$ cat src/rtl/cfg_int_add_pipe.sv
// cfg_int_add_pipe: 2-stage pipelined adder with a runtime-configurable lower-part-OR approximation.
// Define CFG_INT_ADD_ERR_STATS_EN to add the err_cnt / err_mag_acc error-statistics outputs.
module cfg_int_add_pipe #(
  parameter int BWOP = 32,
  parameter int NAB  = 16,
  parameter int CW   = 5
) (
  input  logic            clk,
  input  logic            rst,
  input  logic            cfg_we,
  input  logic [CW-1:0]   cfg_apx_bits,
  output logic            cfg_err,
  input  logic            apx_ctl,
  input  logic            in_valid,
  output logic            in_ready,
  input  logic [BWOP-1:0] a,
  input  logic [BWOP-1:0] b,
  output logic            out_valid,
  input  logic            out_ready,
  output logic [BWOP-1:0] c,
  output logic            ovf
`ifdef CFG_INT_ADD_ERR_STATS_EN
  ,
  output logic [31:0]     err_cnt,
  output logic [47:0]     err_mag_acc
`endif
);

  localparam int L = BWOP / 2;
  localparam logic [CW-1:0] NAB_C = CW'(NAB);

  // Low half: bits below k are OR-ed, bit k gets a[k-1]&b[k-1] as carry-in, rest is exact.
  // Returns {carry_out, low_sum}.
  function automatic logic [L:0] loa_low(input logic [L-1:0] x, input logic [L-1:0] y,
                                         input logic [CW-1:0] k);
    logic [L-1:0] m;
    logic [L-1:0] top;
    logic         cin;
    logic [L:0]   s;
    m   = ~({L{1'b1}} << k);
    top = m ^ (m >> 1);
    cin = |(x & y & top);
    s   = {1'b0, x & ~m} + {1'b0, y & ~m} + ({{L{1'b0}}, cin} << k);
    return {s[L], s[L-1:0] | ((x | y) & m)};
  endfunction

  function automatic logic ovf_chk(input logic sa, input logic sb, input logic sc);
    return (sa == sb) && (sc != sa);
  endfunction

  logic                 vld_p1, vld_p2;
  logic                 s2_load, cfg_ok;
  logic [CW-1:0]        apx_bits, k_in;
  logic [L:0]           low_res;
  logic [L-1:0]         lo_p1;
  logic                 cy_p1;
  logic signed [L-1:0]  a_hi_p1, b_hi_p1, hi_sum;
  logic [BWOP-1:0]      c_nxt;

  assign s2_load   = !vld_p2 || out_ready;
  assign in_ready  = !rst && (!vld_p1 || s2_load);
  assign out_valid = vld_p2;
  assign cfg_ok    = cfg_we && !vld_p1 && !vld_p2 && !in_valid;
  assign k_in      = apx_ctl ? apx_bits : '0;
  assign low_res   = loa_low(a[L-1:0], b[L-1:0], k_in);
  assign hi_sum    = a_hi_p1 + b_hi_p1 + $signed({{(L-1){1'b0}}, cy_p1});
  assign c_nxt     = {hi_sum, lo_p1};

  always_ff @(posedge clk) begin
    if (rst) begin
      vld_p1   <= 1'b0;
      vld_p2   <= 1'b0;
      apx_bits <= '0;
      cfg_err  <= 1'b0;
    end else begin
      if (in_ready) vld_p1 <= in_valid;
      if (s2_load)  vld_p2 <= vld_p1;
      cfg_err <= cfg_we && !cfg_ok;
      if (cfg_ok) apx_bits <= (cfg_apx_bits > NAB_C) ? NAB_C : cfg_apx_bits;
    end
  end

  // Stage 1: approximate low half and its carry, upper halves passed through
  always_ff @(posedge clk) begin
    if (in_valid && in_ready) begin
      lo_p1   <= low_res[L-1:0];
      cy_p1   <= low_res[L];
      a_hi_p1 <= $signed(a[BWOP-1:L]);
      b_hi_p1 <= $signed(b[BWOP-1:L]);
    end
  end

  // Stage 2: upper-half add with carry, sum and overflow registered
  always_ff @(posedge clk) begin
    if (rst) begin
      c   <= '0;
      ovf <= 1'b0;
    end else if (s2_load && vld_p1) begin
      c   <= c_nxt;
      ovf <= ovf_chk(a_hi_p1[L-1], b_hi_p1[L-1], c_nxt[BWOP-1]);
    end
  end

`ifdef CFG_INT_ADD_ERR_STATS_EN
  localparam int AW = ((BWOP > 48) ? BWOP : 48) + 1;

  function automatic logic [31:0] sat_inc(input logic [31:0] x);
    return (&x) ? x : x + 32'd1;
  endfunction

  function automatic logic [47:0] sat_acc(input logic [47:0] acc, input logic [BWOP-1:0] d);
    logic [AW-1:0] s;
    s = AW'(acc) + AW'(d);
    return (s > AW'({48{1'b1}})) ? {48{1'b1}} : s[47:0];
  endfunction

  logic [L-1:0]    a_lo_p1, b_lo_p1;
  logic [BWOP-1:0] exact_p2, diff;

  always_ff @(posedge clk) begin
    if (in_valid && in_ready) begin
      a_lo_p1 <= a[L-1:0];
      b_lo_p1 <= b[L-1:0];
    end
    if (s2_load && vld_p1) exact_p2 <= {a_hi_p1, a_lo_p1} + {b_hi_p1, b_lo_p1};
  end

  assign diff = (exact_p2 >= c) ? exact_p2 - c : c - exact_p2;

  always_ff @(posedge clk) begin
    if (rst) begin
      err_cnt     <= '0;
      err_mag_acc <= '0;
    end else if (vld_p2 && out_ready && (c != exact_p2)) begin
      err_cnt     <= sat_inc(err_cnt);
      err_mag_acc <= sat_acc(err_mag_acc, diff);
    end
  end
`endif

endmodule

$ cat config.mk
export PLATFORM = sky130hd
export DESIGN_NAME = cfg_int_add_pipe
export DESIGN_NICKNAME = d
export VERILOG_FILES = /design/src/rtl/cfg_int_add_pipe.sv
export SDC_FILE = /design/constraint.sdc
export NUM_CORES = 1
export LEC_CHECK = 0
export BUFFER_PORTS_ARGS = -buffer_cell sky130_fd_sc_hd__buf_4
export CAP_MARGIN = 20
export CORE_ASPECT_RATIO = 2
export CORE_UTILIZATION = 52
export DETAILED_ROUTE_END_ITERATION = 16
export PLACE_DENSITY = 0.81
export SYNTH_ARGS = -nofsm -noshare
export SYNTH_HDL_FRONTEND = slang
export SYNTH_SLANG_ARGS = --single-unit
$ cat constraint.sdc
create_clock -name clk -period 7.8 [get_ports clk]
set_clock_uncertainty 0.2 [all_clocks]
set_input_delay 0.39 -clock clk [delete_from_list [all_inputs] [get_ports clk]]
set_output_delay 0.39 -clock clk [all_outputs]
set_load 0.005 [all_outputs]
==> results of run 1 <==
## metal layers
metal  share of wire  global-route usage  vias to the layer above  routed length (um)
li1                -                   -                     2353                   -
met1            0.33               0.279                     2323                5090
met2            0.57               0.557                      192                8700
met3           0.048              0.0429                       49                 740
met4           0.048               0.147                        0                 725
met5               0                   0                        -                   0
## cell families (layout without fill, tap and decap cells)
group | count (synthesis) | count (layout) | share of synthesized area
mux | 1 | 1 | 0.00181
flops | 90 | 90 | 0.415
other cells | 1 | 1 | 0.000678
buf+inv | 64 | 169 | 0.0437
fa+ha+maj | 48 | 48 | 0.134
xor+xnor | 21 | 21 | 0.0333
simple gates | 244 | 244 | 0.209
compound gates | 142 | 142 | 0.162
## flip-flops by register name, summed over array words and instances (netlist names)
register,count
c,32
lo_p1,16
out_valid,1
cy_p1,1
cfg_err,1
ovf,1
a_hi_p1,16
b_hi_p1,16
vld_p1,1
apx_bits,5
## critical path, cell delays in order, from the launching register on
cell       delay (ns)
dfxtp_1          0.72
nand4b_1         0.15
a2111oi_0        0.73
nor3b_1          0.12
o2111ai_1        0.17
nand2b_1         0.11
or3_1            0.34
fa_1             0.48
inv_1            0.04
ha_1             0.38
o211ai_1         0.13
nand2_1          0.07
a211o_1          0.32
o41ai_1          0.38
xor2_1           0.18
o21ai_0          0.10
## layout by cell type (no fill, tap or decap), types with 6 or more instances in the layout
master | synthesis | routed
xor2_1 | 10 | 10
clkbuf_16 | 0 | 9
and3_1 | 7 | 7
nand4_1 | 6 | 6
a21o_1 | 6 | 6
a21oi_1 | 44 | 44
nand3b_1 | 6 | 6
o21a_1 | 10 | 10
and2_1 | 9 | 8
nor2b_1 | 8 | 7
nor3_1 | 15 | 15
edfxtp_1 | 49 | 49
o21ai_0 | 32 | 32
nand2_1 | 107 | 107
or3_1 | 9 | 9
inv_1 | 39 | 39
buf_4 | 0 | 113
fa_1 | 19 | 19
nand3_1 | 11 | 11
ha_1 | 29 | 29
xnor2_1 | 11 | 11
a211oi_1 | 7 | 7
dfxtp_1 | 41 | 41
nand2b_1 | 7 | 7
o21bai_1 | 6 | 6
nor2_1 | 43 | 43
## layout make-up
type | count | share of cell area
Sequential cell | 90 | 0.338
Inverter | 39 | 0.0216
Clock buffer | 10 | 0.0353
Multi-Input combinational cell | 457 | 0.443
Timing Repair Buffer | 114 | 0.129
Clock inverter | 6 | 0.00812
Tap cell | 135 | 0.0249
## power breakdown
| group | switching, mW | internal [mW] |
|---|---|---|
| clock network | 0.194 | 0.232 |
| logic | 0.156 | 0.130 |
| registers | 0.0156 | 0.539 |
## worst min-delay path by stage
stage,to
2_1_floorplan,c[20]
3_3_place_gp,c[20]
3_5_place_dp,c[20]
4_1_cts,a_hi_p1[4]
5_1_grt,b_hi_p1[4]
6_report,a_hi_p1[4]
## through the flow
stage	total power, mW	worst slack [ns]	util	instance area [um^2]	hold slack [ns]
global placement	0.839	2.96	0.632	6450	0.242
floorplan	0.738	3.49	-	5530	0.248
detailed placement	0.848	2.90	0.632	6450	0.249
CTS	1.27	2.96	0.661	6750	0.0141
finish	1.27	2.94	0.663	6780	0.0193
global route	1.33	2.59	0.663	6780	0.00786
==> impl_metrics.csv, run 1 <==
group,metric,value,unit
outcome,status,"complete, no violations",
worst_setup_path,reg2reg_depth,15,
logic_synthesis,synthFlopType,"edfxtp_1",
power,leakagePower,2.94,nW
detailed_routing,wirelength,15300,um
floorplan,placementRows,52,
worst_setup_path,critPathCapture,"lo_p1[15]",
final_layout,layoutNonFillerInstCount,851,
timing,fmax,206,MHz
logic_synthesis,async_reset_ff_frac,0,
logic_synthesis,yosysTopAreaCellShare,0.266,
grt,grt_overflow,0,
worst_setup_path,critical_path_required,7.69,ns
timing,hold_violations,0,
worst_setup_path,r2r_slack,2.94,ns
clocking,cts_buffer_depth,2,
logic_synthesis,ys_types,53,
logic_synthesis,synth_seq_cells,90,
grt,antenna_found_initial,0,
final_layout,multiInputGateArea,3000,um^2
grt,grt_start_max_net_pins,50,
clocking,numCtsBuffers,9,
worst_setup_path,critPathArrivalTime,4.75,ns
run,drv_cap,0,
detailed_routing,wl_per_cell,17.9,um
timing,rsz0062_at_grt,"false",
clocking,clock_latency,0.34,ns
floorplan,die_h,148,um
worst_setup_path,critical_path.startpoint,"apx_bits[2]",
timing,fin_tns_setup,0,ns
floorplan,fp.coreArea,10200,um^2
final_layout,regArea,2290,um^2
power,ir_drop,0.122,mV
hold_path,hold_start,"a[20]",
logic_synthesis,netlist_top_cells_count,"107 x nand2_1, 49 x edfxtp_1, 44 x a21oi_1",
grt,grt_pass1_vias,5067,
worst_setup_path,critPathMaxFanout,18,
timing,maxSlewHeadroom,0.279,
clocking,cts_setup_buffers,0,
floorplan,start_util,0.541,
final_layout,fin_nets,834,
worst_setup_path,reg2reg_from,"apx_bits[2]",
detailed_routing,drc,0,
logic_synthesis,synth_seq_area_share,0.415,
detailed_routing,vias_per_cell,5.78,
timing,drv_slew,0,
logic_synthesis,synth_most_common_cell,"nand2_1",
worst_setup_path,crit_type,"register to register",
floorplan,fp.dieArea,11100,um^2
worst_setup_path,crit_path_end_kind,"register",
placed_design,hpwl,12100,um
clocking,cts_tree,"built",
floorplan,pin_count,111,
final_layout,fillers,811,
hold_path,min_path_cells,1,
hold_path,hp-class,"input port to register",
logic_synthesis,synth_top_area_cell,"edfxtp_1",
floorplan,die_w,74.9,um
worst_setup_path,critPathLaunchType,"register",
placed_design,io_buffers,110,
timing,layout_min_cycle_time,4.86,ns
worst_setup_path,crit-reg2reg-capture,"lo_p1[15]",
detailed_routing,initialDrtViolationCount,260,
timing,finalCritPeriodShare,0.623,
clocking,numClockSinks,90,
clocking,cts_root_buf,"clkbuf_16",
power,p_per_area,187,nW/um^2
detailed_routing,via_count,4917,
logic_synthesis,synth_edf_count,49,
clocking,clkTransAtPathRegs,0.07,ns
final_layout,drive_above_1_share,0.193,
grt,track_usage,0.290,
clocking,hold_buffers,0,
placed_design,post-place-cells,834,
grt,grt_pass1_wl,23900,um
timing,setup_viol,0,
logic_synthesis,synth.area.top_cells,"edfxtp_1 27%, dfxtp_1 15%, nand2_1 7.3%, fa_1 6.9%, ha_1 6.6%",
clocking,cts_max_level,3,
clocking,cts_resized,0,
logic_synthesis,synth_fp_nets,734,
logic_synthesis,syn_inst,611,
final_layout,area_growth,22.6,%
logic_synthesis,synth.avg_cell_area,9.05,um^2
final_layout,insertedDiodeCount,0,
timing,tightest_slew,1.07,ns
placed_design,gp_congestion,0.957,
logic_synthesis,syn_area,5530,um^2
detailed_routing,dr.pass1.iters,5,
detailed_routing,final_antenna_net_count,0,
logic_synthesis,ys_warn_count,0,
Power figures use the tool's default switching activity.
==> run 2: changes to the inputs <==
--- a/config.mk
+++ b/config.mk
@@ -5,12 +5,13 @@
 export SDC_FILE = /design/constraint.sdc
 export NUM_CORES = 1
 export LEC_CHECK = 0
+export ABC_AREA = 1
 export BUFFER_PORTS_ARGS = -buffer_cell sky130_fd_sc_hd__buf_4
 export CAP_MARGIN = 20
 export CORE_ASPECT_RATIO = 2
-export CORE_UTILIZATION = 52
+export CORE_UTILIZATION = 51
 export DETAILED_ROUTE_END_ITERATION = 16
-export PLACE_DENSITY = 0.81
+export PLACE_DENSITY = 0.82
 export SYNTH_ARGS = -nofsm -noshare
 export SYNTH_HDL_FRONTEND = slang
 export SYNTH_SLANG_ARGS = --single-unit
==> constraint.sdc (replaced) <==
create_clock -name clk -period 4.1 [get_ports clk]
set_clock_uncertainty 0.2 [all_clocks]
set_input_delay 0.205 -clock clk [delete_from_list [all_inputs] [get_ports clk]]
set_output_delay 0.205 -clock clk [all_outputs]
set_load 0.005 [all_outputs]
==> run 2 against run 1 <==
- the run now ends with negative hold slack left
- non-clock buffer count up 44
- largest cell class unchanged
- clock power up 91%
- largest power group unchanged
- synthesized cell count is 16% higher
- maximum frequency up 23%
- flip-flop and latch count stayed put
- combinational power increased by 130%
- synthesized area rose by 3.8%
==> impl_metrics.csv, run 2 <==
group,metric,value,unit
outcome,status,"finished, violations left",
outcome,violations,"negative hold slack",
worst_setup_path,cp_top_family,"simple AND/OR/NAND/NOR gates",
logic_synthesis,ys_warn_count,0,
timing,fin_tns_setup,0,ns
hold_path,hold_start,"cfg_apx_bits[4]",
placed_design,post-place-cells,955,
logic_synthesis,synth_seq_cells,90,
placed_design,dpl_cell_area,6760,um^2
hold_path,min_path_cells,3,
clocking,cts_root_buf,"clkbuf_16",
grt,grt_start_max_net_pins,50,
logic_synthesis,synth-simple-area-share,0.251,
clocking,cts_tree,"built",
detailed_routing,drc,0,
timing,setup_viol,0,
final_layout,top_register,"c",
clocking,cts_buffer_depth,2,
clocking,clock_latency,0.34,ns
logic_synthesis,synth_seq_area_share,0.399,
logic_synthesis,synth_top_family_by_area,"simple AND/OR/NAND/NOR gates",
logic_synthesis,yosysTopAreaCellShare,0.256,
logic_synthesis,synth_fp_nets,831,
logic_synthesis,syn_inst,708,
final_layout,area_growth,30.6,%
final_layout,final_common_cell,"nand2_1",
timing,fmax,253,MHz
logic_synthesis,synthAdderAreaFrac,0.129,
grt,grt_pass1_vias,5789,
logic_synthesis,netlist_top_cells_count,"124 x nand2_1, 104 x inv_1, 93 x nor2_1",
clocking,numCtsBuffers,9,
logic_synthesis,synth.area.top_cells,"edfxtp_1 26%, dfxtp_1 14%, nand2_1 8.1%, inv_1 6.8%, fa_1 6.6%",
timing,maxSlewHeadroom,0.512,
placed_design,io_buffers,110,
timing,layout_min_cycle_time,3.96,ns
worst_setup_path,cp.depth,20,
logic_synthesis,synthFlopType,"edfxtp_1",
clocking,clkTransAtPathRegs,0.07,ns
worst_setup_path,crit_chain,"nand2_4 > inv_2 > nand2_2 > nand2_4 > nand3_2 > nor2b_4 > nand2_2 > nor2_2 > nor3_2 > nand3_1 > fa_1 > inv_1 > ha_1 > nand2_2 > nor3_4 > nand2_1 > nand3_2 > a31o_2 > or2_2 > o211ai_1",
floorplan,fp.coreArea,10900,um^2
detailed_routing,vias_per_cell,5.32,
logic_synthesis,synth_edf_count,49,
run,drv_cap,0,
detailed_routing,initialDrtViolationCount,221,
timing,hold_violations,1,
floorplan,fp.dieArea,11700,um^2
logic_synthesis,syn_area,5740,um^2
worst_setup_path,crit_type,"register to register",
grt,track_usage,0.295,
worst_setup_path,crit_path_top_delay_cell,"fa_1",
worst_setup_path,reg2reg_depth,20,
final_layout,stdcell_area,7500,um^2
detailed_routing,dr.pass1.iters,4,
placed_design,pre_cts_ws,-0.0173,ns
placed_design,gp_congestion,0.953,
logic_synthesis,ys_types,43,
power,ir_drop,0.210,mV
timing,tightest_slew,0.725,ns
timing,hold_ws,-0.00718,ns
final_layout,utilization,0.685,
worst_setup_path,crit_buf_inv,2,
worst_setup_path,r2r_slack,0.14,ns
floorplan,die_w,77.0,um
hold_path,hold-path-endpoint,"apx_bits[4]",
timing,layout_setup_ws,0.140,ns
grt,grt_pass1_wl,26200,um
timing,finalCritPeriodShare,0.966,
logic_synthesis,async_reset_ff_frac,0,
detailed_routing,wirelength,16600,um
clocking,numClockSinks,90,
logic_synthesis,synthMuxAreaShare,0,
worst_setup_path,cpMostUsedCell,"nand2_2",
detailed_routing,via_count,5378,
logic_synthesis,synth-compound-area-share,0.124,
worst_setup_path,critPathArrivalTime,3.82,ns
floorplan,pin_count,111,
clocking,cts_max_level,3,
worst_setup_path,crit_path_max_incr_delay,0.49,ns
floorplan,die_h,152,um
detailed_routing,wl_per_cell,16.4,um
worst_setup_path,crit-reg2reg-capture,"lo_p1[14]",
power,leakagePower,3.66,nW
logic_synthesis,synth_xor_xnor_area_share,0.0168,
worst_setup_path,reg2reg_from,"apx_bits[2]",
floorplan,start_util,0.524,
logic_synthesis,synth.avg_cell_area,8.11,um^2
final_layout,insertedDiodeCount,0,
placed_design,hpwl,13000,um
final_layout,final_cell_mix,"123 x nand2_1, 120 x buf_4, 104 x inv_1",
timing,drv_slew,0,
final_layout,drive_above_1_share,0.208,
final_layout,layoutNonFillerInstCount,1010,
worst_setup_path,critPathLaunchType,"register",
power,p_per_area,337,nW/um^2
final_layout,fin_nets,988,
grt,grt_overflow,0,
logic_synthesis,synth_most_common_cell,"nand2_1",
grt,antenna_found_initial,0,
hold_path,hp-class,"input port to register",
logic_synthesis,synth_top_area_cell,"edfxtp_1",
worst_setup_path,crit_path_end_kind,"register",
worst_setup_path,critPathMaxFanout,7,
final_layout,largest_reg_flops,32,
floorplan,placementRows,54,
worst_setup_path,critical_path_required,3.96,ns
detailed_routing,final_antenna_net_count,0,
[run 2: per-layer routing]
layer / wire [um] / share of wire / GRT usage / vias to the layer above
met3: 521 / 0.031 / 0.0330 / 88
met4: 1520 / 0.092 / 0.262 / 0
met5: 0 / 0 / 0 / -
met1: 5350 / 0.32 / 0.254 / 2456
li1: - / - / - / 2645
met2: 9170 / 0.55 / 0.568 / 189
[run 2: cell type report]
class                   count  area (um^2)
fillers                   910         3450
multi-input cells         499         3050
flip-flops and latches     90         2300
repair buffers            158         1280
inverters                 107          402
clock buffers              10          239
well taps                 140          175
clock inverters             6         56.3
[run 2: worst max path at each step]
| stage | slack [ns] | start | endpoint |
|---|---|---|---|
| after floorplan | 0.54 | rst | a_hi_p1[0] |
| after global placement | 0.04 | apx_bits[0] | cy_p1 |
| after detailed placement | -0.02 | apx_bits[0] | cy_p1 |
| after CTS | 0.1 | apx_bits[0] | cy_p1 |
| after global routing | -0.02 | apx_bits[2] | lo_p1[14] |
| final | 0.14 | apx_bits[2] | lo_p1[14] |
[run 2: logic make-up (layout without fill, tap and decap cells)]
logic type	after synthesis	in the layout
AO/OA/AOI/OAI	128	128
XOR/XNOR	11	11
adder cells (fa/ha/maj)	48	48
buffers and inverters	119	281
flip-flops	90	90
other	1	1
AND/OR/NAND/NOR	311	311
[run 2: report_power, final]
group          switching [mW]  internal [mW]  leakage [nW]
Sequential             0.0292           1.03         0.798
Clock                   0.372          0.443         0.144
Combinational           0.370          0.282          2.72
Total                   0.771           1.75          3.66
[run 2: stage by stage]
| stage | power, mW | hold slack (ns) |
|---|---|---|
| 3_5_place_dp | 1.68 | 0.184 |
| 3_3_place_gp | 1.67 | 0.184 |
| 4_1_cts | 2.52 | 0.000172 |
| 6_report | 2.53 | -0.00718 |
| 5_1_grt | 2.65 | 0.0106 |
| 2_1_floorplan | 1.45 | 0.104 |
[run 2: repair_timing]
action,in CTS,in global routing
gates resized for setup,2,11
pin swaps,0,2
endpoints found under the hold margin,37,0
hold buffers,38,0
endpoints found under the setup margin,2,4
gates cloned,0,0
buffers inserted,0,1
[run 2: worst reg2reg max path: cells and delay by family (launching register included)]
kind	cells	cell delay [ns]
compound gates	2	0.26
fa+ha+maj	2	0.86
buf+inv	2	0.23
flops	1	0.46
simple gates	14	1.69
